<file path="src/rtl/dma_request_pkg.sv">
// ----------------------------------------------------------------------------
// dma_request_pkg : shared defaults, edge-mode constants and edge helper. rev 1.0
// ----------------------------------------------------------------------------
`default_nettype none

package dma_request_pkg;

   localparam int DEFAULT_CHANNELS   = 4;
   localparam int DEFAULT_PEND_WIDTH = 2;

   localparam logic MODE_RISING  = 1'b0;
   localparam logic MODE_FALLING = 1'b1;

   function automatic logic edge_detect(input logic cur, input logic prev, input logic mode);
      return (mode == MODE_FALLING) ? (~cur & prev) : (cur & ~prev);
   endfunction

endpackage

`default_nettype wire

</file>
<file path="src/rtl/dma_request_if.sv">
// ----------------------------------------------------------------------------
// dma_request_if : DRQ/DACK/TC handshake between requesters and DMA controller. rev 1.0
// ----------------------------------------------------------------------------
`default_nettype none

interface dma_request_if
   import dma_request_pkg::*;
#(
   parameter int CHANNELS = DEFAULT_CHANNELS
);

   logic [CHANNELS-1:0] dma_request;
   logic [CHANNELS-1:0] dma_acknowledge_n;
   logic                terminal_count_n;

   modport master (
      input  dma_request,
      output dma_acknowledge_n,
      output terminal_count_n
   );

   modport slave (
      output dma_request,
      input  dma_acknowledge_n,
      input  terminal_count_n
   );

endinterface

`default_nettype wire

</file>
<file path="src/rtl/dma_request_channel.sv">
// ----------------------------------------------------------------------------
// dma_request_channel : one channel's edge counter, service tracking and DRQ. rev 1.0
// ----------------------------------------------------------------------------
`default_nettype none

module dma_request_channel
   import dma_request_pkg::*;
#(
   parameter int PEND_WIDTH = DEFAULT_PEND_WIDTH
) (
   input  wire logic                  clock,
   input  wire logic                  reset_n,
   input  wire logic                  trigger,
   input  wire logic                  trigger_enable,
   input  wire logic                  mode_falling,
   input  wire logic                  dma_acknowledge_n,
   input  wire logic                  terminal_count_n,
   input  wire logic                  overrun_clear,
   output logic                       dma_request,
   output logic [PEND_WIDTH-1:0]      pending,
   output logic                       overrun
);

   localparam logic [PEND_WIDTH-1:0] c_PEND_MAX = '1;
   localparam logic [PEND_WIDTH-1:0] c_PEND_ONE = PEND_WIDTH'(1);

   logic                  r_prev;
   logic                  r_armed;
   logic                  r_in_service;
   logic                  r_tc_seen;
   logic                  r_overrun;
   logic [PEND_WIDTH-1:0] r_pending;

   logic                  w_count;
   logic                  w_service_end;
   logic                  w_flush;
   logic                  w_saturate;
   logic                  w_tc_seen_next;
   logic                  w_overrun_next;
   logic [PEND_WIDTH-1:0] w_pending_next;

   assign w_count       = r_armed & trigger_enable & edge_detect(trigger, r_prev, mode_falling);
   assign w_service_end = r_in_service & dma_acknowledge_n;
   assign w_flush       = r_tc_seen | ~terminal_count_n;
   assign w_saturate    = w_count & ~w_service_end & (r_pending == c_PEND_MAX);

   // A counted edge coinciding with service end cancels the decrement, or
   // survives a TC flush as the single remaining request.
   always_comb begin
      w_pending_next = r_pending;
      if (w_service_end) begin
         if (w_flush) begin
            w_pending_next = w_count ? c_PEND_ONE : '0;
         end else if (!w_count && (r_pending != '0)) begin
            w_pending_next = r_pending - c_PEND_ONE;
         end
      end else if (w_count && (r_pending != c_PEND_MAX)) begin
         w_pending_next = r_pending + c_PEND_ONE;
      end
   end

   assign w_tc_seen_next = w_service_end ? 1'b0
                         : (r_tc_seen | (~terminal_count_n & ~dma_acknowledge_n));
   assign w_overrun_next = w_saturate | (r_overrun & ~overrun_clear);

   always_ff @(posedge clock or negedge reset_n) begin
      if (!reset_n) begin
         r_prev       <= 1'b0;
         r_armed      <= 1'b0;
         r_in_service <= 1'b0;
         r_tc_seen    <= 1'b0;
         r_overrun    <= 1'b0;
         r_pending    <= '0;
      end else begin
         r_prev       <= trigger;
         r_armed      <= 1'b1;
         r_in_service <= ~dma_acknowledge_n;
         r_tc_seen    <= w_tc_seen_next;
         r_overrun    <= w_overrun_next;
         r_pending    <= w_pending_next;
      end
   end

   assign dma_request = (r_pending != '0) & ~r_in_service;
   assign pending     = r_pending;
   assign overrun     = r_overrun;

endmodule

`default_nettype wire

</file>
<file path="src/rtl/dma_request_controller.sv">
// ----------------------------------------------------------------------------
// dma_request_controller : CHANNELS independent request channels sharing TC. rev 1.0
// ----------------------------------------------------------------------------
`default_nettype none

module dma_request_controller
   import dma_request_pkg::*;
#(
   parameter int CHANNELS   = DEFAULT_CHANNELS,
   parameter int PEND_WIDTH = DEFAULT_PEND_WIDTH
) (
   input  wire logic                           clock,
   input  wire logic                           reset_n,
   input  wire logic [CHANNELS-1:0]            trigger,
   input  wire logic [CHANNELS-1:0]            trigger_enable,
   input  wire logic [CHANNELS-1:0]            mode_falling,
   input  wire logic [CHANNELS-1:0]            overrun_clear,
   output logic [CHANNELS*PEND_WIDTH-1:0]      pending_count,
   output logic [CHANNELS-1:0]                 overrun,
   dma_request_if.slave                        dma_bus
);

   logic [CHANNELS-1:0] w_dma_request;
   logic [CHANNELS-1:0] w_dma_acknowledge_n;
   logic                w_terminal_count_n;

   assign w_dma_acknowledge_n = dma_bus.dma_acknowledge_n;
   assign w_terminal_count_n  = dma_bus.terminal_count_n;
   assign dma_bus.dma_request = w_dma_request;

   for (genvar i = 0; i < CHANNELS; i++) begin : g_channel
      dma_request_channel #(
         .PEND_WIDTH (PEND_WIDTH)
      ) u_channel (
         .clock             (clock),
         .reset_n           (reset_n),
         .trigger           (trigger[i]),
         .trigger_enable    (trigger_enable[i]),
         .mode_falling      (mode_falling[i]),
         .dma_acknowledge_n (w_dma_acknowledge_n[i]),
         .terminal_count_n  (w_terminal_count_n),
         .overrun_clear     (overrun_clear[i]),
         .dma_request       (w_dma_request[i]),
         .pending           (pending_count[i*PEND_WIDTH +: PEND_WIDTH]),
         .overrun           (overrun[i])
      );
   end

endmodule

`default_nettype wire

</file>
<file path="src/flat_wrapper.sv">
// flat-port wrapper written by rule: the top's interface ports become plain ports
module dma_request_controller_flat import dma_request_pkg::*;
#(
   parameter int CHANNELS   = DEFAULT_CHANNELS,
   parameter int PEND_WIDTH = DEFAULT_PEND_WIDTH
)
  (clock, reset_n, trigger, trigger_enable, mode_falling, overrun_clear, pending_count, overrun, dma_bus_dma_request, dma_bus_dma_acknowledge_n, dma_bus_terminal_count_n);
  dma_request_if #(.CHANNELS(CHANNELS)) dma_bus_i ();
  input  wire logic clock;
  input  wire logic reset_n;
  input  wire logic [CHANNELS-1:0] trigger;
  input  wire logic [CHANNELS-1:0] trigger_enable;
  input  wire logic [CHANNELS-1:0] mode_falling;
  input  wire logic [CHANNELS-1:0] overrun_clear;
  output logic [CHANNELS*PEND_WIDTH-1:0] pending_count;
  output logic [CHANNELS-1:0] overrun;
  output wire logic [$bits(dma_bus_i.dma_request)-1:0] dma_bus_dma_request;
  input wire logic [$bits(dma_bus_i.dma_acknowledge_n)-1:0] dma_bus_dma_acknowledge_n;
  input wire logic [$bits(dma_bus_i.terminal_count_n)-1:0] dma_bus_terminal_count_n;
  assign dma_bus_dma_request = dma_bus_i.dma_request;
  assign dma_bus_i.dma_acknowledge_n = dma_bus_dma_acknowledge_n;
  assign dma_bus_i.terminal_count_n = dma_bus_terminal_count_n;
  dma_request_controller #(.CHANNELS(CHANNELS), .PEND_WIDTH(PEND_WIDTH)) u_core (.clock(clock), .reset_n(reset_n), .trigger(trigger), .trigger_enable(trigger_enable), .mode_falling(mode_falling), .overrun_clear(overrun_clear), .pending_count(pending_count), .overrun(overrun), .dma_bus(dma_bus_i));
endmodule
</file>
<file path="config.mk">
export PLATFORM = sky130hd
export DESIGN_NAME = dma_request_controller_flat
export DESIGN_NICKNAME = d
export VERILOG_FILES = /design/src/rtl/dma_request_pkg.sv /design/src/rtl/dma_request_if.sv /design/src/rtl/dma_request_channel.sv /design/src/rtl/dma_request_controller.sv /design/src/flat_wrapper.sv
export SDC_FILE = /design/constraint.sdc
export NUM_CORES = 1
export LEC_CHECK = 0
export ABC_AREA = 1
export CORE_MARGIN = 3
export CORE_UTILIZATION = 49
export DETAILED_ROUTE_END_ITERATION = 12
export PLACE_DENSITY_LB_ADDON = 0.25
export SETUP_SLACK_MARGIN = 0.5
export SLEW_MARGIN = 20
export SYNTH_ARGS = -nofsm -noshare
export SYNTH_HDL_FRONTEND = slang
export SYNTH_HIERARCHICAL = 1
export SYNTH_SLANG_ARGS = --single-unit
</file>
<file path="constraint.sdc">
create_clock -name clock -period 1.35 [get_ports clock]
set_clock_uncertainty 0.2 [all_clocks]
set_input_delay 0.27 -clock clock [delete_from_list [all_inputs] [get_ports clock]]
set_output_delay 0.27 -clock clock [all_outputs]
set_load 0.01 [all_outputs]
</file>
After elaboration in Yosys (flattened, before gate mapping)

Cells that the tools add are included.

Bits in registers: 25
Bits of input ports: 23
Output and inout bits: 16
Logic and storage cells: 170

Add/sub/neg operators: 8
Equal/unequal tests: 12
Multiplexer cells: 28
Bitwise logic cells: 77
Reductions and logical operators: 24

Operators by type and width:

| cell                                                                | count |
|---|---|
| 1-bit AND                                                           | 40 |
| 2-bit 2-to-1 mux                                                    | 16 |
| 1-bit NOT                                                           | 25 |
| 2-bit nonzero test                                                  | 8 |
| 1-bit 2-to-1 mux                                                    | 12 |
| 3-bit by 1-bit != test with 1-bit output (second input constant)    | 4 |
| 1-bit OR                                                            | 12 |
| 2-bit by 1-bit adder with 2-bit output (second input constant)      | 4 |
| 2-bit equality test (second input constant)                         | 4 |
| 1-bit logical AND                                                   | 8 |
| 2-bit != test (second input constant)                               | 4 |
| 2-bit AND reduction                                                 | 4 |
| 2-bit by 1-bit subtractor with 2-bit output (second input constant) | 4 |
| 1-bit zero test                                                     | 4 |

Depth between registers and ports, before layout

Gate-level depths: netlist of the first run.

Depth after elaboration: 9
Gate-level depth with buffers: 9
Gate-level depth less buffers: 9

Hierarchy

The synthesis of the first run kept the hierarchy.

By module, submodules not included:

| module              | times used | cells an instance | area an instance (um^2) | seq. area each (um^2) |
|---|---|---|---|---|
| dma_request_channel | 4          | 52                | 399.1                   | 175.2 |

Worst setup path before layout of the first run

Ideal clock, no wire load.

Path kind: flip-flop to output port
Start: register u_core.g_channel[0].u_channel.r_pending[0]
End: output port dma_bus_dma_request[0]
Data arrival time: 0.854 ns
Required time: 0.880 ns
Setup slack: 0.026 ns
Cell stages (with the launch flop): 4
Buffers on the path: 0
Cells stage by stage: dfrtp_1 > inv_1 > ha_1 > nor2_1

Longest elaborated chain between the ends: 2

Ends and longest elaborated chain:

| what                   | RTL line                  | RTL |
|---|---|---|
| from (decl)            | dma_request_channel.sv:32 | `logic [PEND_WIDTH-1:0] r_pending;` |
| from (signal assigned) | dma_request_channel.sv:80 | `r_pending <= w_pending_next;` |
| 2-bit nonzero test     | dma_request_channel.sv:84 | `assign dma_request = (r_pending != '0) & ~r_in_service;` |
| 1-bit AND              | dma_request_channel.sv:84 |  |
| to (decl)              | flat_wrapper.sv:17        | `output wire logic [$bits(dma_bus_i.dma_request)-1:0] dma_bus_dma_request;` |

Every way passes these cells.

Worst setup path after layout of the first run

Start: register u_core.g_channel[0].u_channel.r_pending[1]
End: output port dma_bus_dma_request[0]

The elaborated chain is that of the path after synthesis.

==> results of run 1 <==
[critical path: stages, from the launching register on]
cell     delay [ns]
dfrtp_1        0.39
inv_1          0.08
ha_4           0.16
nor2_2         0.08
buf_2          0.13
[registers in the layout, summed over array words and instances (netlist names)]
signal                                   flops
u_core/g_channel.u_channel/r_prev            4
u_core/g_channel.u_channel/r_armed           4
u_core/g_channel.u_channel/overrun           4
u_core/g_channel.u_channel/r_in_service      4
u_core/g_channel.u_channel/pending           8
u_core/g_channel.u_channel/r_tc_seen         4
[kinds of logic (layout without fill, tap and decap cells)]
kind of cell,after synthesis,count (layout),share of synthesized area
compound gates,16,16,0.0533
fa+ha+maj,8,8,0.0627
buf+inv,48,122,0.113
flops,28,28,0.439
other cells,4,4,0.00940
simple gates,104,104,0.323
[final timing paths]
| check | start | cells after the start | to | slack (ns) |
|---|---|---|---|---|
| setup / recovery | u_core/g_channel[0].u_channel/pending[1] | 4 | dma_bus_dma_request[0] | -0.28 |
| max in group asynchronous | reset_n | 2 | u_core/g_channel[2].u_channel/r_tc_seen | 0.71 |
| min in group asynchronous | reset_n | 2 | u_core/g_channel[1].u_channel/overrun | 0.08 |
| hold / removal | trigger[1] | 1 | u_core/g_channel[1].u_channel/r_prev | 0.04 |
| hold reg to reg | u_core/g_channel[0].u_channel/overrun | 2 | u_core/g_channel[0].u_channel/overrun | 0.35 |
| setup reg to reg | u_core/g_channel[3].u_channel/pending[1] | 9 | u_core/g_channel[3].u_channel/pending[0] | -0.16 |
[layout by cell type, fill, tap and decap left out, types with 8 or more instances in the layout]
cell type,count
buf_6,28
buf_4,14
nand3_1,22
inv_2,11
inv_1,37
nand2_1,25
nor2_1,8
dfrtp_1,28
nand2_2,30
clkdlybuf4s50_1,16
[report_power, final]
part           switching, mW  internal [mW]  total (mW)
combinational          0.846          0.994        1.84
clock                  0.239          0.105       0.344
sequential             0.103          0.962        1.07
total                   1.19           2.06        3.25
[timing repair]
action / CTS / global route
pin swaps: 13 / 15
resized for setup: 102 / 34
endpoints found under the hold margin: 0 / 0
buffers inserted: 7 / 2
endpoints found under the setup margin: 33 / 32
gates cloned: 0 / 0
[layout make-up]
cell class / instances / area share
multi-input combinational: 132 / 0.368
sequential: 28 / 0.270
timing repair buffer: 71 / 0.263
inverter: 48 / 0.0694
tap: 44 / 0.0212
clock buffer: 3 / 0.00867
[layer usage]
layer | share of wire | vias to the layer above | GRT usage
met5 | 0 | - | 0
met4 | 0.013 | 0 | 0.0275
met3 | 0.054 | 6 | 0.0392
met2 | 0.52 | 54 | 0.344
met1 | 0.41 | 673 | 0.243
li1 | - | 785 | -
[per-stage QoR]
| step | hold slack [ns] | instances | setup TNS (ns) |
|---|---|---|---|
| final | 0.0407 | 326 | -3.39 |
| after detailed placement | 0.331 | 314 | -5.79 |
| after global routing | 0.00907 | 326 | -5.10 |
| after global placement | 0.324 | 314 | -5.24 |
| after CTS | 0.0294 | 324 | -3.19 |
| after floorplan | -0.226 | 208 | 0 |
==> summary.txt, run 1 <==
Clock tree
  – Max clock buf depth: 2
  – Num CTS Buffers: 3
  – Clk_lat worst skew: 0.33 ns
  – CTS tree: done
  – Clock slew seen by the registers of the worst setup and hold paths: ~0.14 ns
  – CTS Sinks: 28
  – H-tree levels: 1
  – Root buf cell: clkbuf_4
  – Hold Buf Count CTS: 0

Floorplan
  – Core area: 3080 um2
  – Die X: 63.1 um
  – DIE AREA: 3980 um2
  – Starting Density: 0.519
  – # IOs: 39
  – Std-Cell Rows: 20
  – Die Span Y: 63.1 um

Final layout
  – Post-synthesis to final-layout area growth: 62.7%
  – Utilization after layout: 0.844
  – Multi-input gate area: 956 um2
  – Register area: 701 um2
  – NumNets Final: between 300 and 400
  – Diodes inserted: 0
  – Share of layout cells above drive strength 1: 0.447
  – Final instance area: 2600 um2
  – Fillcell total: 193

Detailed routing
  – Routed WL: 3780 um
  – Via density: around 4.7
  – Post-DRT Antenna Nets: 0
  – Wire length per cell: 11.6 um
  – DRC Markers: 0
  – Iter 0 DRT Violations: 38
  – Drt pass-1 iters: 4
  – Vias: 1518

Setup path
  – Critical Path Fanout Max: 2
  – Worst setup EP type: output port
  – Critical Path RT: just under 0.9 ns
  – Setup CP Type: reg -> out
  – Crit start category: flip-flop
  – Critical path data arrival time: approximately 1.2 ns

Logic synthesis
  – Top-area cell type share of the netlist area: 0.439
  – Most frequent cell after synthesis: inv_1
  – Syn Nets: 239
  – Synth warn: 6
  – Area leader, netlist: dfrtp_1
  – Synth cell count leaders: 48 x inv_1, 36 x nand2_1, 28 x dfrtp_1, 28 x nand3_1, 24 x nand2_2
  – Number of synthesized register bits: 28
  – Post-synth EDFFs: 0
  – Avg Inst Size Synth: 7.68 um2
  – Synth top area cells: dfrtp_1 44%, inv_1 11%, nand2_2 9.4%
  – Synth Flop Type: dfrtp_1
  – Seq/Total Area, Yosys: 0.439
  – Synth cell types: 12
  – Ys async rst share: 1.00
  – Syn Std Cell Area: 1600 um2
  – Synth Instances: 208

Timing
  – Final hold vios: 0
  – Slew Limit Fails: 0
  – FMAX: between 0.6 and 0.7 GHz
  – Final setup viols: 20
  – Setup slack after layout: -0.277 ns
  – RSZ-0062 raised after global routing: yes
  – Period utilization: 1.21
  – Min Clock Period, post-route: approximately 1.6 ns

GRT
  – Number of global-route vias before repair: 1513
  – GR Util All Layers: 0.192
  – Initial antenna violation count: 0
  – Largest net degree at the start of global routing: 29
  – Overflow after GRT: 0
  – First-pass GRT wire length: 6200 um

Placed design
  – Pre-CTS WS: -0.348 ns
  – Placed cell areas: ~2300 um2
  – Final HPWL DP: around 2600 um
  – RD Place Congestion: 0.813
  – Port bufs: 38

Power
  – Peak supply drop: 821 uV
  – Pleak: 1.33 nW
  – Cell Pwr Density: 1250 nW/um2
  – Overall power: between 3 and 4 mW

Min path
  – HP Class: in -> reg

Run status
  – Failing checks: negative setup slack
  – Status: finished with violations

Flow run
  – MaxCap Viol Count: 0
(Power assumes the default switching activity.)
==> run 2, diff against run 1 <==
Settings changed: ABC_AREA 1 to default, SETUP_SLACK_MARGIN 0.5 to 0.02.
==> run 2 against run 1 <==
Compared with the run above:
- the flow finishes with violations (negative hold slack, negative setup slack)
- worst setup slack worse by 0.26 ns
- sequential power rose by 7%
- fmax down 14%
- power up 33%
- global-route usage increased by 5.8 points
- wire length is 54% higher
- sequential share of layout area decreased by 0.93 points
- non-clock buffer count grew 19
- synthesized cell count decreased by 21%
- cell count fell by 7.7%
- critical path type is now reg -> reg
- largest power group unchanged
==> summary.txt, run 2 <==
Timing
  – Hold WS: -0.0136 ns
  – Final setup viols: 26
  – Period utilization: 1.40
  – FMAX: 0.529 GHz
  – RSZ-0062 raised after global routing: yes
  – Slew Limit Fails: 0
  – Final hold vios: 1
  – Setup slack after layout: -0.540 ns
  – Min Clock Period, post-route: between 1.5 and 2 ns

GRT
  – Largest net degree at the start of global routing: 29
  – Initial antenna violation count: 0
  – First-pass GRT wire length: just under 8000 um
  – Number of global-route vias before repair: 1781
  – Overflow after GRT: 0
  – GR Util All Layers: 0.250

Clock tree
  – Max clock buf depth: 2
  – CTS Sinks: 28
  – CTS tree: done
  – Hold Buf Count CTS: 1
  – H-tree levels: 1
  – Root buf cell: clkbuf_4
  – Num CTS Buffers: 3
  – Clk_lat worst skew: 0.34 ns
  – Clock slew seen by the registers of the worst setup and hold paths: 0.15 ns

Setup path
  – Critical path's slowest cell: or3b_4
  – Critical Path RT: 1.42 ns
  – Critical Path Fanout Max: 3
  – Worst setup EP type: flip-flop
  – Setup CP Type: reg -> reg
  – CP cell instances: or3b_4 > a21oi_4 > mux2i_2 > o211ai_2 > a31oi_2
  – RR Endpoint: u_core/g_channel[1].u_channel/pending[0]
  – RR Startpoint: u_core/g_channel[1].u_channel/r_prev
  – Critical path data arrival time: 1.96 ns
  – CP max stage delay: 0.43 ns
  – FF-to-FF path depth: 5
  – Reg-to-reg slack, setup: -0.54 ns
  – Crit start category: flip-flop

Min path
  – Hold path cells: 1
  – Sink of the worst hold path: u_core/g_channel[0].u_channel/r_prev
  – Hold_sp: trigger[0]
  – HP Class: in -> reg

Final layout
  – Diodes inserted: 0
  – Share of layout cells above drive strength 1: 0.479
  – Commonest non-fill, non-tap cells in the layout: 31 x buf_4, 30 x buf_6, 28 x dfrtp_1
  – NumNets Final: 290
  – Register area: ~700 um2
  – Fillcell total: ~160
  – Most common cell after layout, fill and taps aside: buf_4
  – Post-synthesis to final-layout area growth: 67.4%
  – Final instance area: about 2700 um2
  – Non-Filler Instances: 301
  – Multi-input gate area: 1010 um2
  – Max reg flops: 8

Logic synthesis
  – Synth top area cells: dfrtp_1 44%, ha_1 6.2%, a21oi_4 4.0%
  – Synth Instances: 164
  – Synth warn: 6
  – Synth Flop Type: dfrtp_1
  – Most frequent cell after synthesis: dfrtp_1
  – Seq/Total Area, Yosys: 0.436
  – Post-synth EDFFs: 0
  – Top-area cell type share of the netlist area: 0.436
  – Avg Inst Size Synth: between 9 and 10 um2
  – Ys async rst share: 1.00
  – Synth cell count leaders: 28 x dfrtp_1, 16 x inv_1, 12 x a21oi_1, 12 x nand3_1, 12 x o21ai_0
  – Synth cell types: 22
  – Area leader, netlist: dfrtp_1
  – Syn Std Cell Area: 1610 um2
  – Syn Nets: 195
  – Number of synthesized register bits: 28

Detailed routing
  – Post-DRT Antenna Nets: 0
  – Wire length per cell: between 15 and 20 um
  – Drt pass-1 iters: 4
  – Iter 0 DRT Violations: 140
  – Vias: 1769
  – DRC Markers: 0
  – Via density: 5.88
  – Routed WL: 5810 um

Placed design
  – RD Place Congestion: 0.855
  – Port bufs: 38
  – Final HPWL DP: around 3200 um
  – Cells after DPL: between 200 and 300
  – Placed cell areas: 2350 um2

Floorplan
  – Die Span Y: around 63 um
  – # IOs: 39
  – Starting Density: 0.518
  – Std-Cell Rows: 20
  – Die X: 63.3 um
  – DIE AREA: 4000 um2
  – Core area: 3100 um2

Power
  – Pleak: 1.16 nW
  – Cell Pwr Density: approximately 1600 nW/um2
  – Peak supply drop: 1260 uV

Flow run
  – MaxCap Viol Count: 0

Run status
  – Status: finished with violations
  – Failing checks: negative hold slack, negative setup slack
==> run 2: cell count changes in the layout (fill, tap and decap cells not counted), moves of 9 or more <==
cell	previous run	this run
inv_1	37	8
nand3_1	22	8
nand2_1	25	8
nand2_2	30	0
buf_4	14	31
a21oi_1	0	9
==> run 2: layout make-up <==
cell class                      instances  share of cell area
Clock buffer                            3             0.00837
Inverter                               16              0.0223
Multi-Input combinational cell        120               0.376
Sequential cell                        28               0.260
Tap cell                               44              0.0205
Timing Repair Buffer                   90               0.313
==> run 2: per-layer routing <==
metal,global-route usage,vias to the layer above,wire [um]
met5,0,-,0
met4,0.121,0,353
met3,0.0392,41,301
met2,0.464,108,3170
met1,0.274,853,1990
li1,-,767,-
==> run 2: what timing repair did <==
item	CTS	global route
pin swaps	9	13
hold endpoints to repair	1	1
resized for setup	107	35
setup buffers	10	6
endpoints found under the setup margin	29	30
==> run 2: how the worst max path moves through the flow <==
| stage | from | endpoint | slack [ns] |
|---|---|---|---|
| after floorplan | u_core/g_channel[0].u_channel/r_prev | u_core/g_channel[0].u_channel/pending[0] | -0.31 |
| after global routing | u_core/g_channel[1].u_channel/r_prev | u_core/g_channel[1].u_channel/pending[0] | -0.58 |
| after global placement | trigger[0] | u_core/g_channel[0].u_channel/pending[0] | -0.72 |
| final | u_core/g_channel[1].u_channel/r_prev | u_core/g_channel[1].u_channel/pending[0] | -0.54 |
| after CTS | u_core/g_channel[1].u_channel/r_prev | u_core/g_channel[1].u_channel/pending[0] | -0.42 |
| after detailed placement | trigger[0] | u_core/g_channel[0].u_channel/pending[0] | -0.80 |
==> run 2: cells by family (layout without fill, tap and decap cells) <==
family | Yosys count | after routing | share of synthesized area
compound gates | 56 | 56 | 0.262
fa+ha+maj | 8 | 8 | 0.0623
buf+inv | 16 | 109 | 0.0374
flops | 28 | 28 | 0.436
mux | 4 | 4 | 0.0249
other cells | 4 | 4 | 0.00934
simple gates | 48 | 48 | 0.168
==> run 2: power by group <==
| group | internal (mW) | switching, mW | leakage (nW) | total (mW) |
|---|---|---|---|---|
| Combinational | 1.50 | 1.33 | 0.808 | 2.83 |
| Sequential | 1.00 | 0.139 | 0.339 | 1.14 |
| Clock | 0.105 | 0.257 | 0.0138 | 0.363 |
| Total | 2.60 | 1.73 | 1.16 | 4.33 |
==> run 2: worst max-delay path, delay by kind of cell (launching register included) <==
kind / cells / cell delay, ns
AO/OA/AOI/OAI: 3 / 0.50
flip-flops: 1 / 0.41
AND/OR/NAND/NOR: 1 / 0.43
multiplexers: 1 / 0.29
==> run 2: through the flow <==
step	setup TNS [ns]	utilization	worst slack, ns	total power [mW]
2_1_floorplan	-1.95	-	-0.306	2.20
3_3_place_gp	-10.10	0.757	-0.725	3.11
3_5_place_dp	-11.06	0.757	-0.798	3.24
4_1_cts	-5.84	0.810	-0.417	3.90
5_1_grt	-8.28	0.867	-0.576	4.56
6_report	-7.05	0.867	-0.540	4.33
==> run 3, diff against run 2 <==
Settings changed: CELL_PAD_IN_SITES_DETAIL_PLACEMENT from default to 0, CELL_PAD_IN_SITES_GLOBAL_PLACEMENT from default to 1, CORE_UTILIZATION 49 to 37.
==> run 3 against run 2 <==
Compared with the run above:
- the flow finishes with violations (negative setup slack)
- power down 1.2%
- hold slack better by 0.074 ns
- critical path depth unchanged
- via count down 11%
- critical endpoint is now u_core/g_channel[3].u_channel/pending[0]
- cell count up 3.0%
- highest routed layer unchanged
- clock-buffer cell count unchanged
- largest cell class unchanged
==> summary.txt, run 3 (same netlist as run 2, synthesis figures left out) <==
Clock tree
  – CTS tree: done
  – Max clock buf depth: 2
  – Root buf cell: clkbuf_8
  – Clock slew seen by the registers of the worst setup and hold paths: 0.09 ns
  – H-tree levels: 1
  – Clk_lat worst skew: approximately 0.27 ns
  – CTS Sinks: 28
  – Hold Buf Count CTS: 0
  – Num CTS Buffers: 3

Detailed routing
  – Iter 0 DRT Violations: between 70 and 80
  – Routed WL: ~4400 um
  – Via density: 5.09
  – Drt pass-1 iters: 5
  – Post-DRT Antenna Nets: 0
  – Vias: approximately 1.6k
  – DRC Markers: 0
  – Wire length per cell: about 14 um

Setup path
  – CP max stage delay: ~0.4 ns
  – Critical Path RT: 1.35 ns
  – Critical Path Fanout Max: 4
  – Critical path data arrival time: between 1.5 and 2 ns
  – Top Family by Delay on Critical Path: compound AO/OA/AOI/OAI gates
  – Setup CP Type: reg -> reg
  – Worst setup EP type: flip-flop
  – Bufs and invs on worst path: 0
  – CP cell instances: or3b_4 > a21oi_4 > mux2i_2 > o211ai_2 > a31oi_2
  – Critical path's slowest cell: dfrtp_1
  – Crit start category: flip-flop

Placed design
  – Final HPWL DP: approximately 3000 um
  – Cells after DPL: 290
  – RD Place Congestion: 0.862
  – Port bufs: 38

Timing
  – Final setup viols: 24
  – Slew Limit Fails: 0
  – Period utilization: 1.32
  – Hold WS: 0.0609 ns
  – Setup slack after layout: -0.428 ns
  – Final hold vios: 0
  – RSZ-0062 raised after global routing: yes
  – Min Clock Period, post-route: about 1.8 ns
  – Setup TNS: -5.04 ns
  – FMAX: 0.562 GHz

Run status
  – Status: finished with violations
  – Failing checks: negative setup slack

Power
  – Pleak: 1.19 nW
  – Peak supply drop: 848 uV
  – Cell Pwr Density: 1570 nW/um2
  – Overall power: 4.28 mW

Floorplan
  – Die X: slightly above 70 um
  – Core area: 4090 um2
  – # IOs: 39
  – DIE AREA: between 5000 and 6000 um2
  – Starting Density: 0.393
  – Die Span Y: approximately 70 um
  – Std-Cell Rows: 23

Final layout
  – Max reg flops: 8
  – Non-Filler Instances: between 300 and 400
  – Multi-input gate area: 1010 um2
  – Share of layout cells above drive strength 1: 0.481
  – Post-synthesis to final-layout area growth: 69.8%
  – Most common cell after layout, fill and taps aside: buf_4
  – Fillcell total: 333
  – Diodes inserted: 0
  – NumNets Final: 293
  – Commonest non-fill, non-tap cells in the layout: 36 x buf_4, 28 x buf_6, 28 x dfrtp_1
  – Register area: around 700 um2

GRT
  – First-pass GRT wire length: a little over 7000 um
  – Initial antenna violation count: 0
  – Overflow after GRT: 0
  – Number of global-route vias before repair: 1555
  – Largest net degree at the start of global routing: 29
  – GR Util All Layers: 0.171

Min path
  – HP Class: in -> reg

Flow run
  – MaxCap Viol Count: 0
==> run 3: area by class of cell <==
cell class                 count  area share
timing repair buffer          93       0.310
clock buffer                   3      0.0151
inverter                      16      0.0239
tap                           50      0.0229
sequential                    28       0.257
multi-input combinational    120       0.372
==> run 3: per-layer routing <==
metal  GRT usage  wire [um]  share of wire  up-vias
li1            -          -              -      773
met1       0.195       1750           0.40      769
met2       0.329       2480           0.56       33
met3      0.0277        151          0.034        4
met4      0.0438         41         0.0093        0
met5           0          0              0        -
==> run 3: stage by stage <==
step / utilization / cell area, um2 / setup WS (ns)
floorplan: - / 1620 / -0.306
global placement: 0.577 / 2360 / -0.734
detailed placement: 0.577 / 2360 / -0.824
CTS: 0.626 / 2560 / -0.430
global route: 0.667 / 2730 / -0.485
finish: 0.667 / 2730 / -0.428
==> run 3: repair_timing <==
item                       CTS  global route
pin swaps                   20            16
hold endpoints to repair     0             0
setup endpoints to repair   29            24
gates resized for setup    114            32
buffers inserted            10             9
==> run 3: power breakdown <==
part	internal, mW	switching (mW)	leakage [nW]
Sequential	1.00	0.118	0.339
Combinational	1.52	1.19	0.834
Clock	0.200	0.248	0.0216
Total	2.72	1.56	1.19
==> run 3: final timing paths <==
kind / startpoint / end / slack [ns] / cells past startpoint
worst max-delay path: u_core/g_channel[3].u_channel/r_prev / u_core/g_channel[3].u_channel/pending[0] / -0.43 / 5
worst min-delay path: trigger[2] / u_core/g_channel[2].u_channel/r_prev / 0.06 / 1
worst max register to register: u_core/g_channel[3].u_channel/r_prev / u_core/g_channel[3].u_channel/pending[0] / -0.43 / 5
worst min register to register: u_core/g_channel[2].u_channel/overrun / u_core/g_channel[2].u_channel/overrun / 0.32 / 2
max in group asynchronous: reset_n / u_core/g_channel[0].u_channel/r_prev / 0.64 / 2
min in group asynchronous: reset_n / u_core/g_channel[3].u_channel/pending[0] / 0.15 / 2
